File: config.mk
export PLATFORM = sky130hd
export DESIGN_NAME = systolic_input_feeder_flat
export DESIGN_NICKNAME = d
export VERILOG_FILES = /design/src/rtl/systolic_input_feeder_pkg.sv /design/src/rtl/systolic_input_feeder_if.sv /design/src/rtl/systolic_input_feeder_skew_delay_line.sv /design/src/rtl/systolic_input_feeder.sv /design/src/flat_wrapper.sv
export SDC_FILE = /design/constraint.sdc
export NUM_CORES = 1
export LEC_CHECK = 0
export ABC_AREA = 1
export BUFFER_PORTS_ARGS = -buffer_cell sky130_fd_sc_hd__buf_4
export CAP_MARGIN = 10
export CORE_UTILIZATION = 37
export CTS_CLUSTER_DIAMETER = 50
export CTS_CLUSTER_SIZE = 28
export DETAILED_ROUTE_END_ITERATION = 8
export PLACE_DENSITY = 0.62
export SLEW_MARGIN = 20
export SYNTH_ARGS = -nofsm -noshare
export SYNTH_HDL_FRONTEND = slang
export SYNTH_SLANG_ARGS = --single-unit
File: constraint.sdc
create_clock -name clk_in -period 1.4 [get_ports clk_in]
set_input_delay 0.28 -clock clk_in [delete_from_list [all_inputs] [get_ports clk_in]]
set_output_delay 0.28 -clock clk_in [all_outputs]
set_load 0.1 [all_outputs]
File: src/rtl/systolic_input_feeder_pkg.sv
`default_nettype none
// ============================================================================
// Package     : systolic_pkg
// Description : Shared types and constants for the systolic array front end:
//               feeder state encoding, fixed-point element type and a
//               counter-width helper.
// Revision    : 1.0 - initial release
// ============================================================================
package systolic_pkg;

    localparam int FIXED_POINT_WIDTH    = 16;
    localparam int FIXED_POINT_POSITION = 10;

    typedef logic [FIXED_POINT_WIDTH-1:0] fixed_t;

    typedef enum logic [1:0] {
        IDLE         = 2'd0,
        LOAD_WEIGHTS = 2'd1,
        STREAM       = 2'd2,
        FLUSH        = 2'd3
    } feeder_state_t;

    // Width needed to index n items, never less than one bit.
    function automatic int cnt_width(input int n);
        return (n > 1) ? $clog2(n) : 1;
    endfunction

endpackage
`default_nettype wire

File: src/rtl/systolic_input_feeder_if.sv
`default_nettype none
// ============================================================================
// Interface   : systolic_input_feeder_if
// Description : Control, weight/activation handshakes and array-side outputs
//               of the input feeder. master = tile-buffer side, slave = feeder.
// Config      : SYSTOLIC_INPUT_FEEDER_COUNT_EN adds vector_count_out.
// Revision    : 1.0 - initial release
// ============================================================================
interface systolic_input_feeder_if #(
    parameter int SYSTOLIC_ARRAY_ROWS = 8,
    parameter int SYSTOLIC_ARRAY_COLS = 8,
    parameter int FIXED_POINT_WIDTH   = 16
);
    logic                                                    start_in;
    logic                                                    busy_out;
    logic                                                    done_out;
    logic                                                    weight_valid_in;
    logic                                                    weight_ready_out;
    logic [SYSTOLIC_ARRAY_COLS-1:0][FIXED_POINT_WIDTH-1:0]   weight_row_in;
    logic                                                    act_valid_in;
    logic                                                    act_ready_out;
    logic                                                    act_last_in;
    logic [SYSTOLIC_ARRAY_ROWS-1:0][FIXED_POINT_WIDTH-1:0]   act_vector_in;
    logic                                                    weights_valid_out;
    logic [SYSTOLIC_ARRAY_COLS-1:0][FIXED_POINT_WIDTH-1:0]   weights_out;
    logic [SYSTOLIC_ARRAY_ROWS-1:0][FIXED_POINT_WIDTH-1:0]   activations_out;
    logic [SYSTOLIC_ARRAY_ROWS-1:0]                          activations_valid_out;
`ifdef SYSTOLIC_INPUT_FEEDER_COUNT_EN
    logic [15:0]                                             vector_count_out;
`endif

    modport master (
        output start_in, weight_valid_in, weight_row_in,
               act_valid_in, act_last_in, act_vector_in,
        input  busy_out, done_out, weight_ready_out, act_ready_out,
               weights_valid_out, weights_out, activations_out,
               activations_valid_out
`ifdef SYSTOLIC_INPUT_FEEDER_COUNT_EN
               , vector_count_out
`endif
    );

    modport slave (
        input  start_in, weight_valid_in, weight_row_in,
               act_valid_in, act_last_in, act_vector_in,
        output busy_out, done_out, weight_ready_out, act_ready_out,
               weights_valid_out, weights_out, activations_out,
               activations_valid_out
`ifdef SYSTOLIC_INPUT_FEEDER_COUNT_EN
               , vector_count_out
`endif
    );
endinterface
`default_nettype wire

File: src/rtl/systolic_input_feeder_skew_delay_line.sv
`default_nettype none
// ============================================================================
// Module      : skew_delay_line
// Description : DEPTH-stage shift register carrying a data word and its
//               valid flag side by side; output is the last stage.
// Revision    : 1.0 - initial release
// ============================================================================
module skew_delay_line #(
    parameter int DEPTH = 1,
    parameter int WIDTH = 16
) (
    input  logic             clk_in,
    input  logic             rst_n_in,
    input  logic [WIDTH-1:0] data_in,
    input  logic             valid_in,
    output logic [WIDTH-1:0] data_out,
    output logic             valid_out
);
    logic [DEPTH-1:0][WIDTH-1:0] r_data;
    logic [DEPTH-1:0]            r_valid;

    // Shift data and valid one stage per clock.
    always_ff @(posedge clk_in or negedge rst_n_in) begin
        if (!rst_n_in) begin
            r_data  <= '0;
            r_valid <= '0;
        end else begin
            r_data[0]  <= data_in;
            r_valid[0] <= valid_in;
            for (int i = 1; i < DEPTH; i++) begin
                r_data[i]  <= r_data[i-1];
                r_valid[i] <= r_valid[i-1];
            end
        end
    end

    assign data_out  = r_data[DEPTH-1];
    assign valid_out = r_valid[DEPTH-1];

endmodule
`default_nettype wire

File: src/rtl/systolic_input_feeder.sv
`default_nettype none
// ============================================================================
// Module      : systolic_input_feeder
// Description : Loads one weight tile into the array, then streams activation
//               vectors with a diagonal skew (row r delayed by r cycles) and
//               pulses done once the last skewed element has left.
// Config      : SYSTOLIC_INPUT_FEEDER_COUNT_EN adds a saturating 16-bit count
//               of accepted vectors (vector_count_out).
// Revision    : 1.0 - initial release
// ============================================================================
module systolic_input_feeder #(
    parameter int SYSTOLIC_ARRAY_ROWS = 8,
    parameter int SYSTOLIC_ARRAY_COLS = 8,
    parameter int FIXED_POINT_WIDTH   = 16
) (
    input  logic                   clk_in,
    input  logic                   rst_n_in,
    systolic_input_feeder_if.slave bus
);
    import systolic_pkg::*;

    localparam int                 c_CNT_W    = cnt_width(SYSTOLIC_ARRAY_ROWS);
    localparam logic [c_CNT_W-1:0] c_LAST_IDX = c_CNT_W'(SYSTOLIC_ARRAY_ROWS - 1);

    feeder_state_t                                         r_state;
    logic [c_CNT_W-1:0]                                    r_cnt;
    logic                                                  r_done;
    logic                                                  r_weights_valid;
    logic [SYSTOLIC_ARRAY_COLS-1:0][FIXED_POINT_WIDTH-1:0] r_weights;

    logic w_start;
    logic w_weight_fire;
    logic w_act_fire;

    // A start arriving during the done pulse is not taken: the tile is only
    // considered closed from the cycle after done.
    assign w_start       = (r_state == IDLE) && bus.start_in && !r_done;
    assign w_weight_fire = (r_state == LOAD_WEIGHTS) && bus.weight_valid_in;
    assign w_act_fire    = (r_state == STREAM) && bus.act_valid_in;

    // Tile sequencing; r_cnt counts weight rows in LOAD_WEIGHTS and drain
    // cycles in FLUSH.
    always_ff @(posedge clk_in or negedge rst_n_in) begin
        if (!rst_n_in) begin
            r_state         <= IDLE;
            r_cnt           <= '0;
            r_done          <= 1'b0;
            r_weights_valid <= 1'b0;
            r_weights       <= '0;
        end else begin
            r_done          <= 1'b0;
            r_weights_valid <= 1'b0;
            case (r_state)
                IDLE: begin
                    if (w_start) begin
                        r_state <= LOAD_WEIGHTS;
                        r_cnt   <= '0;
                    end
                end
                LOAD_WEIGHTS: begin
                    if (w_weight_fire) begin
                        r_weights_valid <= 1'b1;
                        r_weights       <= bus.weight_row_in;
                        if (r_cnt == c_LAST_IDX) begin
                            r_cnt   <= '0;
                            r_state <= STREAM;
                        end else begin
                            r_cnt <= r_cnt + c_CNT_W'(1);
                        end
                    end
                end
                STREAM: begin
                    if (w_act_fire && bus.act_last_in) begin
                        r_state <= FLUSH;
                        r_cnt   <= '0;
                    end
                end
                FLUSH: begin
                    // ROWS drain cycles push the last vector out of row ROWS-1.
                    if (r_cnt == c_LAST_IDX) begin
                        r_state <= IDLE;
                        r_done  <= 1'b1;
                        r_cnt   <= '0;
                    end else begin
                        r_cnt <= r_cnt + c_CNT_W'(1);
                    end
                end
                default: r_state <= IDLE;
            endcase
        end
    end

    assign bus.busy_out          = (r_state != IDLE);
    assign bus.done_out          = r_done;
    assign bus.weight_ready_out  = (r_state == LOAD_WEIGHTS);
    assign bus.act_ready_out     = (r_state == STREAM);
    assign bus.weights_valid_out = r_weights_valid;
    assign bus.weights_out       = r_weights;

    logic [SYSTOLIC_ARRAY_ROWS-1:0][FIXED_POINT_WIDTH-1:0] w_act_data;
    logic [SYSTOLIC_ARRAY_ROWS-1:0]                        w_act_valid;

    for (genvar r = 0; r < SYSTOLIC_ARRAY_ROWS; r++) begin : g_row
        logic [FIXED_POINT_WIDTH-1:0] w_inject;

        // Non-accepting cycles inject zero data with valid low.
        assign w_inject = w_act_fire ? bus.act_vector_in[r] : '0;

        skew_delay_line #(
            .DEPTH (r + 1),
            .WIDTH (FIXED_POINT_WIDTH)
        ) u_skew (
            .clk_in    (clk_in),
            .rst_n_in  (rst_n_in),
            .data_in   (w_inject),
            .valid_in  (w_act_fire),
            .data_out  (w_act_data[r]),
            .valid_out (w_act_valid[r])
        );
    end

    assign bus.activations_out       = w_act_data;
    assign bus.activations_valid_out = w_act_valid;

`ifdef SYSTOLIC_INPUT_FEEDER_COUNT_EN
    logic [15:0] r_vec_cnt;

    // Count accepted vectors per tile, saturating; cleared when a tile starts.
    always_ff @(posedge clk_in or negedge rst_n_in) begin
        if (!rst_n_in) begin
            r_vec_cnt <= '0;
        end else if (w_start) begin
            r_vec_cnt <= '0;
        end else if (w_act_fire && (r_vec_cnt != 16'hFFFF)) begin
            r_vec_cnt <= r_vec_cnt + 16'd1;
        end
    end

    assign bus.vector_count_out = r_vec_cnt;
`endif

endmodule
`default_nettype wire

File: src/flat_wrapper.sv
// flat-port wrapper written by rule: the top's interface ports become plain ports
module systolic_input_feeder_flat import systolic_pkg::*;
#(
    parameter int SYSTOLIC_ARRAY_ROWS = 8,
    parameter int SYSTOLIC_ARRAY_COLS = 8,
    parameter int FIXED_POINT_WIDTH   = 16
)
  (clk_in, rst_n_in, bus_start_in, bus_weight_valid_in, bus_weight_row_in, bus_act_valid_in, bus_act_last_in, bus_act_vector_in, bus_busy_out, bus_done_out, bus_weight_ready_out, bus_act_ready_out, bus_weights_valid_out, bus_weights_out, bus_activations_out, bus_activations_valid_out);
  systolic_input_feeder_if #(.SYSTOLIC_ARRAY_ROWS(SYSTOLIC_ARRAY_ROWS), .SYSTOLIC_ARRAY_COLS(SYSTOLIC_ARRAY_COLS), .FIXED_POINT_WIDTH(FIXED_POINT_WIDTH)) bus_i ();
  input  logic clk_in;
  input  logic rst_n_in;
  input wire logic [$bits(bus_i.start_in)-1:0] bus_start_in;
  input wire logic [$bits(bus_i.weight_valid_in)-1:0] bus_weight_valid_in;
  input wire logic [$bits(bus_i.weight_row_in)-1:0] bus_weight_row_in;
  input wire logic [$bits(bus_i.act_valid_in)-1:0] bus_act_valid_in;
  input wire logic [$bits(bus_i.act_last_in)-1:0] bus_act_last_in;
  input wire logic [$bits(bus_i.act_vector_in)-1:0] bus_act_vector_in;
  output wire logic [$bits(bus_i.busy_out)-1:0] bus_busy_out;
  output wire logic [$bits(bus_i.done_out)-1:0] bus_done_out;
  output wire logic [$bits(bus_i.weight_ready_out)-1:0] bus_weight_ready_out;
  output wire logic [$bits(bus_i.act_ready_out)-1:0] bus_act_ready_out;
  output wire logic [$bits(bus_i.weights_valid_out)-1:0] bus_weights_valid_out;
  output wire logic [$bits(bus_i.weights_out)-1:0] bus_weights_out;
  output wire logic [$bits(bus_i.activations_out)-1:0] bus_activations_out;
  output wire logic [$bits(bus_i.activations_valid_out)-1:0] bus_activations_valid_out;
  assign bus_i.start_in = bus_start_in;
  assign bus_i.weight_valid_in = bus_weight_valid_in;
  assign bus_i.weight_row_in = bus_weight_row_in;
  assign bus_i.act_valid_in = bus_act_valid_in;
  assign bus_i.act_last_in = bus_act_last_in;
  assign bus_i.act_vector_in = bus_act_vector_in;
  assign bus_busy_out = bus_i.busy_out;
  assign bus_done_out = bus_i.done_out;
  assign bus_weight_ready_out = bus_i.weight_ready_out;
  assign bus_act_ready_out = bus_i.act_ready_out;
  assign bus_weights_valid_out = bus_i.weights_valid_out;
  assign bus_weights_out = bus_i.weights_out;
  assign bus_activations_out = bus_i.activations_out;
  assign bus_activations_valid_out = bus_i.activations_valid_out;
  systolic_input_feeder #(.SYSTOLIC_ARRAY_ROWS(SYSTOLIC_ARRAY_ROWS), .SYSTOLIC_ARRAY_COLS(SYSTOLIC_ARRAY_COLS), .FIXED_POINT_WIDTH(FIXED_POINT_WIDTH)) u_core (.clk_in(clk_in), .rst_n_in(rst_n_in), .bus(bus_i));
endmodule
# After elaboration in Yosys (flattened, before gate mapping)
# Index checks and enable logic that the tools add are counted.
[word_totals]
out_inout_bits = 269
in_bits = 262
word_cells = 100
register_bits = 747
[op_classes]
n_addsub = 1
mux = 23
n_reduce_logical = 11
eq_ne = 9
[op_table]
columns = ["operator", "n"]
rows = [
  ["16-bit 2-to-1 mux", 8],
  ["3-bit 2-to-1 mux", 4],
  ["3-bit one-hot mux with 4 select lines", 1],
  ["2-bit 2-to-1 mux", 5],
  ["2-bit by 1-bit inequality test with 1-bit output, second input constant", 5],
  ["2-bit one-hot mux with 4 select lines", 1],
  ["1-bit logical AND", 5],
  ["5-bit AND reduction", 1],
  ["2-bit equality test, second input constant", 2],
  ["1-bit 2-to-1 mux", 4],
  ["3-bit by 1-bit adder with 3-bit output, second input constant", 1],
  ["3-bit equality test, second input constant", 1],
  ["3-bit AND reduction", 1],
  ["2-bit by 1-bit equality test with 1-bit output, second input constant", 1],
  ["2-bit logical NOT", 1],
  ["2-bit AND reduction", 1],
  ["2-bit nonzero test", 1],
  ["1-bit logical NOT", 1],
]

# Depth between registers and ports, before layout
[depth]
depth_word = 5
depth_mapped = 8
ltp_nobuf = 7

# Cells and area by module
# A second synthesis with hierarchy kept.
[hier_totals]
hier_cells = 1596
hier_area_um2 = 22465.3
[by_module_without_submodules]
columns = ["mod", "instances", "area_per_inst_um2", "cells_per_inst", "seq_area_each_um2"]
rows = [
  ["systolic_input_feeder", 1, 6309.8, 872, 3378.2],
  ["skew_delay_line at u_core.g_row[7].u_skew", 1, 3523.4, 152, 3403.3],
  ["skew_delay_line at u_core.g_row[6].u_skew", 1, 3098.0, 135, 2977.9],
  ["skew_delay_line at u_core.g_row[5].u_skew", 1, 2672.6, 118, 2552.4],
  ["skew_delay_line at u_core.g_row[4].u_skew", 1, 2247.2, 101, 2127.0],
  ["skew_delay_line at u_core.g_row[3].u_skew", 1, 1821.7, 84, 1701.6],
  ["skew_delay_line at u_core.g_row[2].u_skew", 1, 1396.3, 67, 1276.2],
  ["skew_delay_line at u_core.g_row[1].u_skew", 1, 970.9, 50, 850.8],
  ["skew_delay_line at u_core.g_row[0].u_skew", 1, 425.4, 17, 425.4],
]

# Worst setup path before layout
# No wires, ideal clock.
[synth_timing]
path_type = "reg2reg"
from = "reg u_core.r_state[1]"
to = "reg u_core.r_weights (netlist bit u_core.bus.weights_out[106])"
synth_period_minus_slack_ns = 2.172
path_slack_ns = -0.772
t_required_ns = 1.280
arrival_ns = 2.052
path_stages_with_launch = 8
path_buffers = 2
setup_ns = 0.120
path_cell_list = "dfrtp_1 inv_1 ha_1 nand2_1 buf_2 buf_2 nand2_1 nand2_1"
[synth_via]
elab_chain_cells = 3
[synth_lines]
columns = ["item", "line", "text"]
rows = [
  ["from (decl)", "systolic_input_feeder.sv:25", "feeder_state_t r_state;"],
  ["from (signal assigned)", "systolic_input_feeder.sv:45", "r_state <= IDLE;"],
  ["from (signal assigned)", "systolic_input_feeder.sv:56", "r_state <= LOAD_WEIGHTS;"],
  ["from (signal assigned)", "systolic_input_feeder.sv:66", "r_state <= STREAM;"],
  ["2-bit by 1-bit equality test with 1-bit output *", "--", ""],
  ["named net bus_weight_ready_out", "flat_wrapper.sv:20", "output wire logic [$bits(bus_i.weight_ready_out)-1:0] bus_weight_ready_out;"],
  ["1-bit logical AND", "systolic_input_feeder.sv:38", "assign w_weight_fire = (r_state == LOAD_WEIGHTS) && bus.weight_valid_in;"],
  ["2-bit AND reduction (no source line) *", "--", ""],
  ["to (signal assigned)", "systolic_input_feeder.sv:63", "r_weights <= bus.weight_row_in;"],
  ["to (decl)", "systolic_input_feeder.sv:29", "logic [SYSTOLIC_ARRAY_COLS-1:0][FIXED_POINT_WIDTH-1:0] r_weights;"],
]
# The timed path passes the listed nets; every way through them passes the cells marked *.
# A chain may end at the register's enable or synchronous reset.

# Final worst setup path
[layout_timing]
from = "reg u_core.r_state[1]"
to = "out bus_busy_out"
[layout_via]
elab_chain_cells = 1
[layout_lines]
columns = ["item", "line", "text"]
rows = [
  ["2-bit nonzero test", "systolic_input_feeder.sv:93", "assign bus.busy_out = (r_state != IDLE);"],
  ["to (decl)", "flat_wrapper.sv:18", "output wire logic [$bits(bus_i.busy_out)-1:0] bus_busy_out;"],
]
# Every way passes these cells.

==> impl_metrics.yaml <==
worst_setup_path:
  path_class: "register to output port"
  rrSetupSlack_ns: -0.24
  cp.arrival_ns: 1.66
  worstSetupEndpointType: "output port"
  cp.required_ns: 1.12
  crit_path_start_kind: "register"
  worstReg2RegEnd: "u_core.bus.weights_out[49]"
  worstPathMaxFanout: 2
  r2r_cells: 9
  critPathLaunch: "u_core.r_state[1]"
  worstReg2RegStart: "u_core.r_state[1]"
detailed_routing:
  final_antenna_net_count: 0
  num_vias: 14600
  drt_iter0_markers: 811
  drt-vias-per-instance: 4.48
  first_pass_iters: 7
  drc: 0
  post_drt_wl_per_cell_um: 20.9
  drt_wl_total_mm: 68.3
synthesis:
  yosysWarnings: 0
  synth_nets: 1836
  netlist_area_mm2: 0.0218
  synth-seq-cells: 719
  ys_seq_area_frac: 0.826
  syn_inst: 1567
  syn_area_per_cell_um2: 13.9
  synth.distinct_cells: 16
floorplan:
  die_y_um: 245
  start_util: 0.376
  row_count: 88
  die_area_mm2: 0.0599
  core_area_mm2: 0.0579
  boundaryPins: 531
  die_w_um: 245
pwr:
  powerDensity_mw_per_mm2: 2350
  power_w: 0.0867
  p_leak_nw: 19.1
  ir_worst_vdd_mv: 2.11
clock_network:
  clockBufferDepth: 3
  clk_pin_slew_ns: 0.08
  cts-htree-levels: 2
  clock-sinks: 719
  cts_tree: "done"
  clk_latency_ns: 0.64
  numCtsBuffers: 60
  root_buffer: "clkbuf_16"
placement:
  dp_hpwl_mm: 30.9
  routabilityCongestion: 0.846
  placed_cells: 2759
  portBuffers: 530
  place_area_mm2: 0.0263
cells_and_area:
  final_cells: 3267
  nFillCells: 3774
  stdcell_area_mm2: 0.0369
  final_nets: 2708
  syn_to_final_growth_pct: 69.4
  layout_common_cells: "dfrtp_1 (660), buf_4 (368), dlygate4sd3_1 (258)"
  drive_above_1_share: 0.449
  layout_commonest_cell: "dfrtp_1"
timing:
  slew-limit-headroom: 0.725
  finalHoldViolCount: 0
  fin_crit_sh: 1.39
  setup_viol: 485
  max_freq_ghz: 0.515
  worst_pin_slew_ns: 0.412
  min_period_ns: 1.94
  rsz0062_at_grt: "yes"
  skew_ns: 0.0217
  setup_ws_ns: -0.543
  drv_slew: 0
global_routing:
  grt-busiest-layer: "met2"
  grt_pass1_wl_mm: 84.1
  grt_pass1_vias: 15200
  overflow: 0
  antenna_found_initial: 14
  grt_max_degree: 82
  grtUsageTotal: 0.183
  met3_usage: 0.0516
  grtUsageMet2: 0.310
  use_met1: 0.206
outcome:
  status: "finished with violations"
  violations: "setup timing"
worst_hold_path:
  min_path_type: "input port to async pin"
job:
  cap_viol_max_count: 0
critical path, cell delays in order (launching register included):
cell and delay [ns]:
dfrtp_1 0.41, inv_2 0.10, buf_6 0.11, ha_4 0.13, clkinvlp_4 0.09, buf_12 0.17
routing by layer:
layer,routed length [um],vias up
met5,50,-
met4,4950,6
met3,4460,325
met2,35000,679
met1,23800,7335
li1,-,6285
flip-flops by register name, summed over array words and instances (netlist names):
| register | flops |
|---|---|
| u_core.bus.weights_out | 128 |
| u_core.g_row.u_skew.r_data | 448 |
| u_core.bus.done_out | 1 |
| u_core.g_row.u_skew.data_out | 128 |
| u_core.g_row.u_skew.r_valid | 8 |
| u_core.r_state | 2 |
| u_core.bus.weights_valid_out | 1 |
| u_core.r_cnt | 3 |
report_power, final:
part	internal (W)	leakage (nW)	switching, W	total, W
Combinational	0.0146	8.33	0.0252	0.0398
Sequential	0.0248	9.65	0.00355	0.0283
Clock	0.00922	1.08	0.00931	0.0185
cells by family (layout without fill, tap and decap cells):
kind of cell               after synthesis  after routing  share of synthesized area
AOI/OAI and AO/OA                        6              6                    0.00149
adders and majority gates                7              7                    0.00402
buffers and inverters                  300           1222                     0.0761
DFF                                    719            719                      0.826
other                                    0             11                          0
and+or+nand+nor                        535            537                     0.0928
synthesized netlist by cell type:
| master | n | share of area |
|---|---|---|
| clkbuf_1 | 2 | 0.00034 |
| nand2_1 | 400 | 0.069 |
| dfrtp_1 | 719 | 0.83 |
| or2_2 | 1 | 0.00029 |
| inv_2 | 1 | 0.00017 |
| nor2_1 | 129 | 0.022 |
| inv_1 | 137 | 0.024 |
| o21bai_1 | 1 | 0.00034 |
| nand4_1 | 3 | 0.00086 |
| o21ai_0 | 4 | 0.00092 |
| buf_4 | 133 | 0.046 |
| nand3_1 | 1 | 0.00023 |
| ha_1 | 7 | 0.0040 |
| or2_0 | 1 | 0.00029 |
| a21oi_1 | 1 | 0.00023 |
| buf_2 | 27 | 0.0062 |
area by class of cell:
class	instances	area (um2)	share of cell area
sequential	719	18100	0.489
timing repair buffer	970	11800	0.320
multi-input combinational	550	3250	0.0881
clock buffer	62	1540	0.0417
tap	765	957	0.0259
clock inverter	52	714	0.0193
inverter	138	537	0.0145
antenna	11	27.5	0.000745
worst max path at each step:
| stage | end | slack (ns) |
|---|---|---|
| floorplan | u_core.bus.weights_out[0] | -0.08 |
| global placement | u_core.r_state[0] | -0.009 |
| detailed placement | u_core.r_state[0] | -0.09 |
| CTS | bus_busy_out | -0.55 |
| global route | bus_busy_out | -0.59 |
| finish | bus_busy_out | -0.54 |
what timing repair did:
item,CTS,global route
setup endpoints to repair,380,530
pin swaps,8,82
gates cloned,5,32
gates resized for setup,695,450
endpoints found under the hold margin,952,0
hold buffers,258,0
buffers inserted,34,55
per-stage QoR:
step | util | TNS [ns] | setup slack [ns] | hold WS (ns)
after global placement | 0.455 | -0.0133 | -0.00942 | 0.165
after detailed placement | 0.455 | -2.76 | -0.0854 | 0.164
after CTS | 0.593 | -68.58 | -0.548 | 0.0232
after global routing | 0.638 | -79.51 | -0.590 | 0.0845
after floorplan | - | -11.87 | -0.0847 | -0.0156
final | 0.638 | -57.71 | -0.543 | 0.103
(Power assumes the default switching activity.)
